[src/rtl/pipe_hazard_ctrl.sv]
// pipe_hazard_ctrl: flush/stall sequencer for the 5-stage pipeline.
// Resolves redirect and hazard requests into PC select/enable, pipeline
// register enables and per-register flush strobes. An EX-resolved redirect
// opens a multi-cycle flush window tracked by a small RUN/FLUSH FSM.
// Optional build macro: HAZ_PERF_EN adds saturating redirect/stall counters;
// without it flush_cnt/stall_cnt are tied to zero.
//
// state | meaning
// RUN   | normal issue; redirects and hazards are acted on
// FLUSH | squash window after an EX redirect; all requests ignored
module pipe_hazard_ctrl #(
    parameter int FLUSH_CYC_EX = 2,
    parameter int CNT_W        = 16
) (
    input  logic             clk,
    input  logic             rst,
    input  logic             jal_id,
    input  logic             jalr_ex,
    input  logic             br_taken_ex,
    input  logic             ld_use_id,
    input  logic             mem_busy,
    output logic [1:0]       pc_sel,
    output logic             pc_en,
    output logic             ifid_en,
    output logic             idex_en,
    output logic             flush_ifid,
    output logic             flush_idex,
    output logic [CNT_W-1:0] flush_cnt,
    output logic [CNT_W-1:0] stall_cnt
);

    typedef enum logic {RUN, FLUSH} state_t;

    localparam logic [3:0] FLUSH_INIT = 4'(FLUSH_CYC_EX - 1);

    state_t     state;
    logic [3:0] cnt;
    logic       ex_redir;

    assign ex_redir = jalr_ex | br_taken_ex;

    // Output decode from state and inputs; priority rst > mem_busy > EX > jal > ld_use.
    always_comb begin
        pc_sel     = 2'b00;
        pc_en      = 1'b1;
        ifid_en    = 1'b1;
        idex_en    = 1'b1;
        flush_ifid = 1'b0;
        flush_idex = 1'b0;
        if (rst) begin
            pc_en      = 1'b0;
            ifid_en    = 1'b0;
            idex_en    = 1'b0;
            flush_ifid = 1'b1;
            flush_idex = 1'b1;
        end else if (mem_busy) begin
            pc_en   = 1'b0;
            ifid_en = 1'b0;
            idex_en = 1'b0;
        end else if (state == FLUSH) begin
            flush_ifid = 1'b1;
            flush_idex = 1'b1;
        end else if (ex_redir) begin
            pc_sel     = 2'b10;
            flush_ifid = 1'b1;
            flush_idex = 1'b1;
        end else if (jal_id) begin
            // jal consumes the ID instruction, so a coincident load-use is moot
            pc_sel     = 2'b01;
            flush_ifid = 1'b1;
        end else if (ld_use_id) begin
            pc_en      = 1'b0;
            ifid_en    = 1'b0;
            flush_idex = 1'b1;
        end
    end

    // FSM and flush-window down-counter; everything freezes while memory is busy.
    always_ff @(posedge clk) begin
        if (rst) begin
            state <= RUN;
            cnt   <= 4'd0;
        end else if (!mem_busy) begin
            case (state)
                RUN: begin
                    if (ex_redir && (FLUSH_CYC_EX > 1)) begin
                        state <= FLUSH;
                        cnt   <= FLUSH_INIT;
                    end
                end
                FLUSH: begin
                    // <= 1 rather than == 1 so a corrupted cnt can never strand the FSM
                    if (cnt <= 4'd1) begin
                        state <= RUN;
                        cnt   <= 4'd0;
                    end else begin
                        cnt <= cnt - 4'd1;
                    end
                end
                default: begin
                    state <= RUN;
                    cnt   <= 4'd0;
                end
            endcase
        end
    end

`ifdef HAZ_PERF_EN
    logic redir_acc;
    logic stall_cyc;

    assign redir_acc = !rst && !mem_busy && (state == RUN) && (ex_redir || jal_id);
    assign stall_cyc = !rst && !pc_en;

    // Saturating performance counters.
    always_ff @(posedge clk) begin
        if (rst) begin
            flush_cnt <= '0;
            stall_cnt <= '0;
        end else begin
            if (redir_acc && (flush_cnt != '1)) flush_cnt <= flush_cnt + 1'b1;
            if (stall_cyc && (stall_cnt != '1)) stall_cnt <= stall_cnt + 1'b1;
        end
    end
`else
    assign flush_cnt = '0;
    assign stall_cnt = '0;
`endif

endmodule
[config.mk]
export PLATFORM = sky130hd
export DESIGN_NAME = pipe_hazard_ctrl
export DESIGN_NICKNAME = d
export VERILOG_FILES = /design/src/rtl/pipe_hazard_ctrl.sv
export SDC_FILE = /design/constraint.sdc
export NUM_CORES = 1
export LEC_CHECK = 0
export ABC_AREA = 1
export CORE_MARGIN = 2
export CORE_UTILIZATION = 37
export CTS_BUF_LIST = sky130_fd_sc_hd__clkbuf_4
export DETAILED_ROUTE_END_ITERATION = 8
export GPL_ROUTABILITY_DRIVEN = 0
export PLACE_DENSITY = 0.87
export SETUP_SLACK_MARGIN = 0.5
export SYNTH_ARGS = -nofsm -noshare
export SYNTH_HDL_FRONTEND = slang
export SYNTH_SLANG_ARGS = --single-unit
export TNS_END_PERCENT = 10
[constraint.sdc]
create_clock -name clk -period 2.9 [get_ports clk]
set_clock_uncertainty 0.05 [all_clocks]
set_input_delay 0.58 -clock clk [delete_from_list [all_inputs] [get_ports clk]]
set_output_delay 0.58 -clock clk [all_outputs]
set_load 0.03 [all_outputs]
==> results.txt, run 1 <==
----------------------------------------------------
[Detailed routing]
  Initial DRC Count ... 2
  Met2 wirelength from detailed routing ... 599 um
  Ratio of routed vias to standard cells ... ~4.1
  Routed length on met1 ... between 300 and 400 um
  Total number of vias ... 515
  Met3 WL ... 78 um
  Routed wire per std cell ... roughly 8.6 um
  Highest metal layer used by the detailed router ... met4
  Number of nets with antenna violations after routing ... 0
  DRC violation count after routing ... 0
  Number of search-and-repair iterations in the first detailed-routing pass ... 4
  Final WL ... 1.09 mm

[Outcome]
  Outcome ... finished clean

[GRT]
  Sum of overflow across all layers after global routing ... 0
  Antenna violations before repair ... 0
  Largest net degree at the start of global routing ... 8
  Tot GR Track Use ... 0.105
  Number of global-route vias before repair ... 384
  First-pass GRT wire length ... 1.48 mm

[Finish]
  Layout Nets ... 121
  Area overhead of the layout relative to synthesis ... 8.15%
  Number of antenna repair diodes ... 0
  Filler instances ... 162
  Final cell count without fillers ... 127
  Commonest cells after routing, fill and taps aside ... 32 x conb_1, 16 x nand2_1, 11 x inv_1
  Leading cell type in the layout, fill and taps excluded ... conb_1
  Fraction of layout instances using a drive strength above 1 ... 0.180

[CTS]
  Clock network latency to the later pin of the worst-skew pair ... 240 ps
  Clock slew seen by the registers of the worst setup and hold paths ... 40 ps
  Number of hold buffers added after cts ... 0
  Number of setup buffers added after CTS ... 0
  Buffer type at the clock tree root ... clkbuf_4
  Number of sinks driven by the clock tree ... 5
  Clock tree from TritonCTS ... yes
  Maximum number of buffers from clock root to sink ... 2
  Number of H-tree levels ... 1
  CTS Buf Count ... 3

[Worst hold path]
  Worst hold endpoint ... cnt[3]
  Hold Path Stages ... 2
  Type of the most critical hold path ... register to register
  Launch instance of the worst min-delay path ... cnt[3]

[Pwr]
  Part of the total power dissipated in sequential elements ... 0.274
  Switch share ... 0.441
  Lkg Pwr ... 0.375 nW
  Switching power ... approximately 0.13 mW
  Overall Power ... 0.288 mW
  Maximum vdd ir drop ... 0.000192 V
  Relative contribution of combinational cells to total power ... 0.423
  P_int ... between 0.15 and 0.2 mW
  Clock network power share ... 0.303
  PD cells ... 434 nW/um2

[Floorplan]
  Core footprint ... ~1500 um2
  Chip Width ... between 40 and 50 um
  Total Die Area ... ~2000 um2
  Y dimension of the die ... 44.7 um
  Effective utilization at floorplan ... 0.403
  Placement Rows ... 14
  Count of pins on the block boundary ... 46

[Setup path]
  Worst reg2reg startpoint ... cnt[0]
  Crit path launch type ... input port
  Family with the most delay on the worst path ... buffers and inverters
  Startpoint-to-endpoint class of the critical path ... input port to primary output
  Slowest library cell on the worst path ... clkdlybuf4s50_1
  Type of destination of the critical path ... primary output
  FF-to-FF setup slack ... between 1500 and 2000 ps
  Reg2reg end ... cnt[2]
  Critical path cell sequence ... clkdlybuf4s50_1 > nor2_1 > inv_1 > nor2_2 > clkdlybuf4s15_1
  Maximum net fanout on the critical path ... 4
  Path depth of the worst reg2reg path ... 9
  Bufs and invs on worst path ... 3
  WP data required ... 2270 ps
  Largest stage delay on the critical path ... 460 ps
  Data arrival at the endpoint of the critical path ... 1870 ps

[Flow run]
  Max-capacitance violation count ... 0

[Synth]
  Mean Syn Cell Area ... 6.54 um2
  Share of the yosys chip area belonging to registers ... 0.163
  Number of cells produced by synthesis ... 94
  Ys Warns ... 0
  Flip-flop and latch count after synthesis ... 5
  Synth cell types ... 18
  Post-synthesis instance area ... 614 um2

[STA]
  Slew Limit Fails ... 0
  Total count of hold-check failures in the final report ... 0
  Worst Hold Margin ... 442 ps
  Share of the cycle needed by the critical path after routing ... 0.862
  Setup TNS Final ... 0 ps
  Post-layout minimum cycle time ... 2500 ps
  Setup repair after global routing missed its margin ... yes
  Final setup viols ... 0
  Highest achievable clock rate ... 400 MHz

[Placement]
  Post-detailed-placement half-perimeter wirelength ... roughly 950 um
  Count of buffers inserted at the top-level ports ... 13
  Placed cell count ... 123

----------------------------------------------------
-- power groups by stage --
| stage | registers (mW) | clock network (mW) | logic (mW) |
|---|---|---|---|
| CTS | 0.0789 | 0.0922 | 0.122 |
| floorplan | 0.0786 | 0 | 0.131 |
| global placement | 0.0798 | 0 | 0.122 |
| global route | 0.0796 | 0.0941 | 0.132 |
| finish | 0.0790 | 0.0875 | 0.122 |
| detailed placement | 0.0800 | 0 | 0.125 |
-- final cells by class --
type                            count  area, um2  area share
Tap cell                           16       20.0      0.0301
Sequential cell                     5        100       0.151
Clock buffer                        4       30.0      0.0452
Inverter                           12       45.0      0.0678
Multi-Input combinational cell     75        350       0.527
Timing Repair Buffer               15        119       0.179
-- state kept, by name, indices dropped and copies added (netlist names) --
signal  cells
state       1
cnt         4
-- kinds of logic after synthesis --
group / Yosys count / share of synthesized area
AND/OR/NAND/NOR: 33 / 0.232
buffers and inverters: 45 / 0.477
adder cells (fa/ha/maj): 2 / 0.0407
other: 1 / 0.00610
AO/OA/AOI/OAI: 8 / 0.0815
flip-flops: 5 / 0.163
-- how the worst max path moves through the flow --
| stage | startpoint | to | cells past startpoint |
|---|---|---|---|
| after global routing | mem_busy | ifid_en | 5 |
| after detailed placement | br_taken_ex | flush_idex | 8 |
| after CTS | br_taken_ex | flush_idex | 8 |
| final | mem_busy | ifid_en | 5 |
| after global placement | mem_busy | pc_sel[1] | 5 |
| after floorplan | mem_busy | pc_sel[1] | 3 |
-- synth_stat cells, drive strengths merged --
library cell,instances,area share
a21oi,3,0.037
buf,33,0.40
conb,1,0.0061
dfxtp,5,0.16
ha,2,0.041
inv,12,0.073
nand2,19,0.13
nand3,2,0.016
nand4,1,0.010
nor2,8,0.053
nor3,3,0.024
o21ai,4,0.033
o21bai,1,0.012
-- stage by stage --
stage | setup WS, ps | util | cell area (um2)
3_3_place_gp | 53.4 | 0.430 | 656
6_report | 400 | 0.436 | 664
5_1_grt | 334 | 0.436 | 664
4_1_cts | 359 | 0.447 | 682
2_1_floorplan | 339 | - | 738
3_5_place_dp | 48.0 | 0.430 | 656
-- timing repair --
item / in CTS / in global routing
setup endpoints to repair: 7 / 6
gates cloned: 0 / 0
gates resized for setup: 13 / 13
-- metal layers --
layer / vias up / track usage
met1: 231 / 0.100
li1: 259 / -
met4: 0 / 0.0909
met3: 2 / 0.0120
met5: - / 0
met2: 23 / 0.197
-- worst min-delay path, delay by kind of cell, from the launching register on --
kind / cells / cell delay (ps)
flops: 1 / 320
simple gates: 2 / 130
Power figures use the tool's default switching activity.
==> run 2: changes to the inputs <==
--- a/config.mk
+++ b/config.mk
@@ -7,11 +7,11 @@
 export LEC_CHECK = 0
 export ABC_AREA = 1
 export CORE_MARGIN = 2
-export CORE_UTILIZATION = 37
+export CORE_UTILIZATION = 31
 export CTS_BUF_LIST = sky130_fd_sc_hd__clkbuf_4
 export DETAILED_ROUTE_END_ITERATION = 8
 export GPL_ROUTABILITY_DRIVEN = 0
-export PLACE_DENSITY = 0.87
+export PLACE_DENSITY = 0.77
 export SETUP_SLACK_MARGIN = 0.5
 export SYNTH_ARGS = -nofsm -noshare
 export SYNTH_HDL_FRONTEND = slang
==> constraint.sdc (replaced) <==
create_clock -name clk -period 2.1 [get_ports clk]
set_clock_uncertainty 0.05 [all_clocks]
set_input_delay 0.42 -clock clk [delete_from_list [all_inputs] [get_ports clk]]
set_output_delay 0.42 -clock clk [all_outputs]
set_load 0.03 [all_outputs]
==> run 2 against run 1 <==
Effect of this change:
- sequential share of layout area decreased by 2.5 points
- first-iteration DRC count down 50%
- utilization shrank 0.69 points
- via count increased by 6.8%
- critical path depth did not move
- critical endpoint is now pc_sel[0]
- total power rose by 52%
- sequential cell count did not move
- sequential power increased by 35%
- setup slack gained 66 ps
==> results.txt, run 2 (synthesized netlist as in run 1, its figures left out) <==
----------------------------------------------------
[Flow run]
  Max-capacitance violation count ... 0 (unchanged)

[Setup path]
  Data arrival at the endpoint of the critical path ... 1160 ps (-710 ps)
  Maximum net fanout on the critical path ... 3 (-1)
  Critical path cell sequence ... dlygate4sd2_1 > inv_2 > buf_4 > nor3_4 > buf_6
  WP data required ... 1630 ps (-640 ps)
  Startpoint-to-endpoint class of the critical path ... input port to primary output
  Slowest library cell on the worst path ... dlygate4sd2_1
  Largest stage delay on the critical path ... 220 ps (-240 ps)
  Crit path launch type ... input port
  Type of destination of the critical path ... primary output

[GRT]
  First-pass GRT wire length ... 2.00 mm (+35%)
  Number of global-route vias before repair ... 498 (+30%)
  Met2 usage ... 0.229 (+0.0321)
  Global route hottest layer ... met2
  Sum of overflow across all layers after global routing ... 0 (unchanged)
  Tot GR Track Use ... 0.109 (+0.00323)
  Largest net degree at the start of global routing ... 7 (-1)
  Antenna violations before repair ... 0 (unchanged)
  Met3 Track Usage GR ... 0.0463 (+0.0343)
  Met1 track utilization from global routing ... 0.100 (about the same)

[Finish]
  Sequential cell area ... 104 um2 (+3.8%)
  Layout Nets ... 131 (+8.3%)
  Register with the most flip-flops ... cnt
  Final cell count without fillers ... 148 (+17%)
  Leading cell type in the layout, fill and taps excluded ... conb_1
  Largest regs ... cnt x4, state x1
  Fraction of layout instances using a drive strength above 1 ... 0.372 (+0.192)
  Number of antenna repair diodes ... 0 (unchanged)
  Area overhead of the layout relative to synthesis ... 34.2%
  Area used by multi-input combinational logic ... 403 um2 (+15%)
  Commonest cells after routing, fill and taps aside ... 32 x conb_1, 16 x buf_4, 15 x nand2_1
  Filler instances ... 202 (+25%)
  Final core area utilization ... 0.429 (-0.00693)
  Largest register FFs ... 4 (unchanged)
  Final std cell area, no fill ... 825 um2 (+24%)

[Detailed routing]
  Ratio of routed vias to standard cells ... 3.72 (-8.4%)
  DRC violation count after routing ... 0 (unchanged)
  Routed wire per std cell ... 8.72 um (+1.9%)
  Number of search-and-repair iterations in the first detailed-routing pass ... 3 (-1)
  Initial DRC Count ... 1 (-1)
  Final WL ... 1.29 mm (+19%)
  Total number of vias ... 550 (+6.8%)
  Number of nets with antenna violations after routing ... 0 (unchanged)

[Pwr]
  Part of the total power dissipated in sequential elements ... 0.243 (-0.031)
  P_int ... 0.244 mW (+51%)
  PD cells ... 533 nW/um2 (+23%)
  Relative contribution of combinational cells to total power ... 0.470 (+0.047)
  Switch share ... 0.444 (+0.00388)
  Clock network power share ... 0.288 (-0.015)
  Maximum vdd ir drop ... 0.000407 V (+110%)
  Overall Power ... 0.440 mW (+52%)
  Switching power ... 0.195 mW (+54%)
  Lkg Pwr ... 0.456 nW (+22%)

[CTS]
  Number of sinks driven by the clock tree ... 5 (unchanged)
  Number of H-tree levels ... 1 (unchanged)
  Maximum number of buffers from clock root to sink ... 2 (unchanged)
  Clock slew seen by the registers of the worst setup and hold paths ... 50 ps (about the same)
  Clock network latency to the later pin of the worst-skew pair ... 250 ps (about the same)
  Buffer type at the clock tree root ... clkbuf_4
  Clock tree from TritonCTS ... yes
  CTS Buf Count ... 3 (unchanged)

[STA]
  Setup repair after global routing missed its margin ... yes
  Highest achievable clock rate ... 612 MHz
  Total count of hold-check failures in the final report ... 0 (unchanged)
  Share of the cycle needed by the critical path after routing ... 0.778
  Post-layout minimum cycle time ... 1630 ps
  Final setup viols ... 0 (unchanged)
  Setup TNS Final ... 0 ps (unchanged)
  Slew Limit Fails ... 0 (unchanged)

[Placement]
  Placed instance area ... 683 um2 (+4.2%)
  Placed cell count ... 135 (+9.8%)
  Post-detailed-placement half-perimeter wirelength ... 947 um (-0.28%)
  Count of buffers inserted at the top-level ports ... 13 (unchanged)

[Floorplan]
  Chip Width ... 48.5 um (+8.4%)
  Count of pins on the block boundary ... 46 (unchanged)
  Placement Rows ... 16 (+2)
  Y dimension of the die ... 48.5 um (+8.4%)
  Core footprint ... 1920 um2 (+26%)
  Total Die Area ... 2350 um2 (+18%)
  Effective utilization at floorplan ... 0.320 (-0.0835)

[Outcome]
  Outcome ... finished clean

[Worst hold path]
  Type of the most critical hold path ... input port to register

----------------------------------------------------
-- run 2: changes by cell type in the layout (fill, tap and decap cells not counted), moves of 2 or more --
cell / previous run / this run
inv_4: 0 / 2
clkdlybuf4s50_1: 6 / 0
o21ai_0: 3 / 1
nor2_1: 6 / 4
nand2_2: 3 / 1
inv_1: 11 / 8
nand2_4: 0 / 3
buf_6: 0 / 5
buf_4: 2 / 16
clkbuf_2: 3 / 0
nor2_4: 1 / 4
-- run 2: critical path, delay by kind of cell --
family	cells	cell delay [ps]
simple gates	1	180
buf+inv	4	570
-- run 2: final timing paths --
| kind | end | cells past startpoint | start | slack (ps) |
|---|---|---|---|---|
| setup / recovery | pc_sel[0] | 5 | jal_id | 470 |
| setup reg to reg | cnt[2] | 9 | cnt[0] | 840 |
| hold reg to reg | cnt[3] | 2 | cnt[3] | 460 |
| hold / removal | state | 3 | mem_busy | 410 |
-- run 2: final cells by class --
type,instances,share of cell area
multi-input combinational,75,0.489
timing repair buffer,25,0.247
sequential,5,0.126
inverter,12,0.0607
tap,27,0.0410
clock buffer,4,0.0364
-- run 2: repair_timing --
| action | 4_1_cts | 5_1_grt |
|---|---|---|
| pin swaps | 7 | 4 |
| buffers inserted | 5 | 4 |
| setup endpoints to repair | 7 | 6 |
| resized for setup | 35 | 3 |
| hold buffers | 0 | 0 |
-- run 2: per-stage QoR --
step	worst slack, ps	hold slack (ps)
detailed placement	13.9	442
finish	466	409
CTS	494	407
floorplan	393	406
global route	426	440
global placement	65.6	424
-- run 2: routing by layer --
layer | vias up | share of wire
li1 | 275 | -
met2 | 28 | 0.59
met4 | 0 | 0
met5 | - | 0
met1 | 247 | 0.32
met3 | 0 | 0.085
-- run 2: power by group through the flow --
stage / logic (mW) / registers [mW] / clock network (mW)
global placement: 0.172 / 0.110 / 0
global route: 0.222 / 0.108 / 0.135
finish: 0.206 / 0.107 / 0.126
floorplan: 0.185 / 0.109 / 0
CTS: 0.193 / 0.107 / 0.129
detailed placement: 0.175 / 0.110 / 0
==> run 3: changes to the inputs <==
--- a/config.mk
+++ b/config.mk
@@ -7,11 +7,11 @@
 export LEC_CHECK = 0
 export ABC_AREA = 1
 export CORE_MARGIN = 2
-export CORE_UTILIZATION = 31
+export CORE_UTILIZATION = 34
 export CTS_BUF_LIST = sky130_fd_sc_hd__clkbuf_4
 export DETAILED_ROUTE_END_ITERATION = 8
 export GPL_ROUTABILITY_DRIVEN = 0
-export PLACE_DENSITY = 0.77
+export PLACE_DENSITY = 0.81
 export SETUP_SLACK_MARGIN = 0.5
 export SYNTH_ARGS = -nofsm -noshare
 export SYNTH_HDL_FRONTEND = slang
==> constraint.sdc (replaced) <==
create_clock -name clk -period 1.6 [get_ports clk]
set_clock_uncertainty 0.05 [all_clocks]
set_input_delay 0.32 -clock clk [delete_from_list [all_inputs] [get_ports clk]]
set_output_delay 0.32 -clock clk [all_outputs]
set_load 0.03 [all_outputs]
==> run 3 against run 2 <==
Effect of this change:
- die area shrank 8.1%
- utilization is 6.2 points higher
- first-iteration DRC count increased by 100%
- global-route usage is 1.6 points higher
- non-clock buffer count increased by 1
- combinational power grew 33%
- routed wire length decreased by 7.0%
- sequential power grew 31%
- critical path depth is 2 higher
- hold slack improved by 30 ps
- critical path type is now register to primary output
==> results.txt, run 3 (synthesized netlist as in run 1, its figures left out) <==
----------------------------------------------------
[Setup path]
  Data arrival at the endpoint of the critical path ... 1110 ps (-50 ps)
  Launching element of the worst setup path ... state
  Startpoint-to-endpoint class of the critical path ... register to primary output
  WP data required ... 1230 ps (-400 ps)
  Crit path launch type ... register
  Type of destination of the critical path ... primary output
  Worst reg2reg startpoint ... cnt[0]
  Maximum net fanout on the critical path ... 3 (unchanged)

[Detailed routing]
  Routed length on met1 ... 431 um (+3.1%)
  Highest metal layer used by the detailed router ... met4
  Met3 WL ... 133 um (+21%)
  Number of search-and-repair iterations in the first detailed-routing pass ... 2 (-1)
  Number of nets with antenna violations after routing ... 0 (unchanged)
  DRC violation count after routing ... 0 (unchanged)
  Initial DRC Count ... 2 (+1)
  Ratio of routed vias to standard cells ... 3.64 (-2.1%)
  Final WL ... 1.20 mm (-7.0%)
  Met2 wirelength from detailed routing ... 623 um (-18%)
  Routed wire per std cell ... 8.16 um (-6.3%)
  Total number of vias ... 535 (-2.7%)

[CTS]
  CTS Buf Count ... 3 (unchanged)
  Number of sinks driven by the clock tree ... 5 (unchanged)
  Buffer type at the clock tree root ... clkbuf_4
  Clock network latency to the later pin of the worst-skew pair ... 240 ps (about the same)
  Clock slew seen by the registers of the worst setup and hold paths ... 50 ps (about the same)
  Number of hold buffers added after cts ... 0 (unchanged)
  Clock tree from TritonCTS ... yes
  Maximum number of buffers from clock root to sink ... 2 (unchanged)
  Number of H-tree levels ... 1 (unchanged)

[Floorplan]
  Count of pins on the block boundary ... 46 (unchanged)
  Effective utilization at floorplan ... 0.360 (+0.0400)
  Placement Rows ... 15 (-1)
  Chip Width ... 46.5 um (-4.1%)
  Core footprint ... 1710 um2 (-11%)
  Total Die Area ... 2160 um2 (-8.1%)
  Y dimension of the die ... 46.5 um (-4.1%)

[Finish]
  Area overhead of the layout relative to synthesis ... 36.5%
  Layout Nets ... 132 (+0.76%)
  Number of antenna repair diodes ... 0 (unchanged)
  Leading cell type in the layout, fill and taps excluded ... conb_1
  Commonest cells after routing, fill and taps aside ... 32 x conb_1, 15 x nand2_1, 15 x buf_4
  Largest regs ... cnt x4, state x1
  Fraction of layout instances using a drive strength above 1 ... 0.369 (-0.00305)
  Largest register FFs ... 4 (unchanged)
  Filler instances ... 189 (-6.4%)
  Register with the most flip-flops ... cnt

[Pwr]
  Lkg Pwr ... 0.462 nW (+1.2%)
  Switching power ... 0.256 mW (+31%)
  PD cells ... 690 nW/um2 (+29%)
  Relative contribution of combinational cells to total power ... 0.473 (+0.003)
  Clock network power share ... 0.284 (-0.004)
  Part of the total power dissipated in sequential elements ... 0.243 (about the same)
  Maximum vdd ir drop ... 0.000464 V (+14%)
  Switch share ... 0.443 (-0.00145)
  P_int ... 0.322 mW (+32%)
  Overall Power ... 0.578 mW (+32%)

[GRT]
  Number of global-route vias before repair ... 474 (-4.8%)
  First-pass GRT wire length ... 1.86 mm (-6.9%)
  Tot GR Track Use ... 0.124 (+0.0156)
  Sum of overflow across all layers after global routing ... 0 (unchanged)
  Largest net degree at the start of global routing ... 7 (unchanged)
  Antenna violations before repair ... 0 (unchanged)

[STA]
  Post-layout minimum cycle time ... 1480 ps
  Slew Limit Fails ... 0 (unchanged)
  Total count of hold-check failures in the final report ... 0 (unchanged)
  Final setup viols ... 0 (unchanged)
  Highest achievable clock rate ... 674 MHz
  Setup TNS Final ... 0 ps (unchanged)
  Share of the cycle needed by the critical path after routing ... 0.927
  Setup repair after global routing missed its margin ... yes

[Worst hold path]
  Launch instance of the worst min-delay path ... cnt[3]
  Type of the most critical hold path ... register to register

[Placement]
  Count of buffers inserted at the top-level ports ... 13 (unchanged)
  Post-detailed-placement half-perimeter wirelength ... 948 um (+0.16%)

[Outcome]
  Outcome ... finished clean

[Flow run]
  Max-capacitance violation count ... 0 (unchanged)

----------------------------------------------------
run 3: changes by cell type in the layout (fill, tap and decap cells not counted), sizes merged:
cell           change
buf                -1
dlygate4sd2        +1
clkdlybuf4s15      +1
run 3: worst paths after layout:
| path | to | slack [ps] | cells past startpoint |
|---|---|---|---|
| setup / recovery | flush_idex | 120 | 7 |
| hold reg to reg | cnt[3] | 440 | 2 |
| hold / removal | cnt[3] | 440 | 2 |
| setup reg to reg | cnt[2] | 280 | 9 |
run 3: cell type report:
class | instances | area [um2] | area share
Clock buffer | 4 | 30.0 | 0.0358
Sequential cell | 5 | 104 | 0.124
Timing Repair Buffer | 26 | 215 | 0.257
Multi-Input combinational cell | 75 | 408 | 0.487
Inverter | 12 | 50.0 | 0.0597
Tap cell | 25 | 31.3 | 0.0373
run 3: critical path: stages, from the launching register on:
cell and delay [ps]:
dfxtp_4 350, inv_4 60, nand2_4 60, nand2_4 80
nand2_2 60, inv_2 70, o21ai_2 60, buf_6 130
run 3: per-layer routing:
| layer | GRT usage | vias to the layer above |
|---|---|---|
| met5 | 0 | - |
| met4 | 0.0743 | 0 |
| li1 | - | 278 |
| met2 | 0.228 | 31 |
| met3 | 0.0471 | 2 |
| met1 | 0.114 | 224 |
run 3: what timing repair did:
| action | 4_1_cts | 5_1_grt |
|---|---|---|
| setup endpoints to repair | 12 | 12 |
| resized for setup | 24 | 1 |
| pin swaps | 7 | 0 |
| buffers inserted | 4 | 0 |
| hold endpoints to repair | 0 | 0 |
run 3: power groups by stage:
stage / logic, mW / registers, mW / clock network (mW)
after CTS: 0.270 / 0.140 / 0.170
after floorplan: 0.249 / 0.144 / 0
after global placement: 0.245 / 0.145 / 0
after detailed placement: 0.250 / 0.146 / 0
after global routing: 0.296 / 0.141 / 0.176
final: 0.273 / 0.140 / 0.164
run 3: per-stage QoR:
step	instances	worst slack, ps	util	instance area [um2]	hold WS (ps)
3_5_place_dp	139	-212	0.437	746	434
3_3_place_gp	139	-188	0.437	746	424
2_1_floorplan	125	204	-	786	332
5_1_grt	147	54.0	0.491	838	494
6_report	147	117	0.491	838	439
4_1_cts	147	110	0.488	833	442
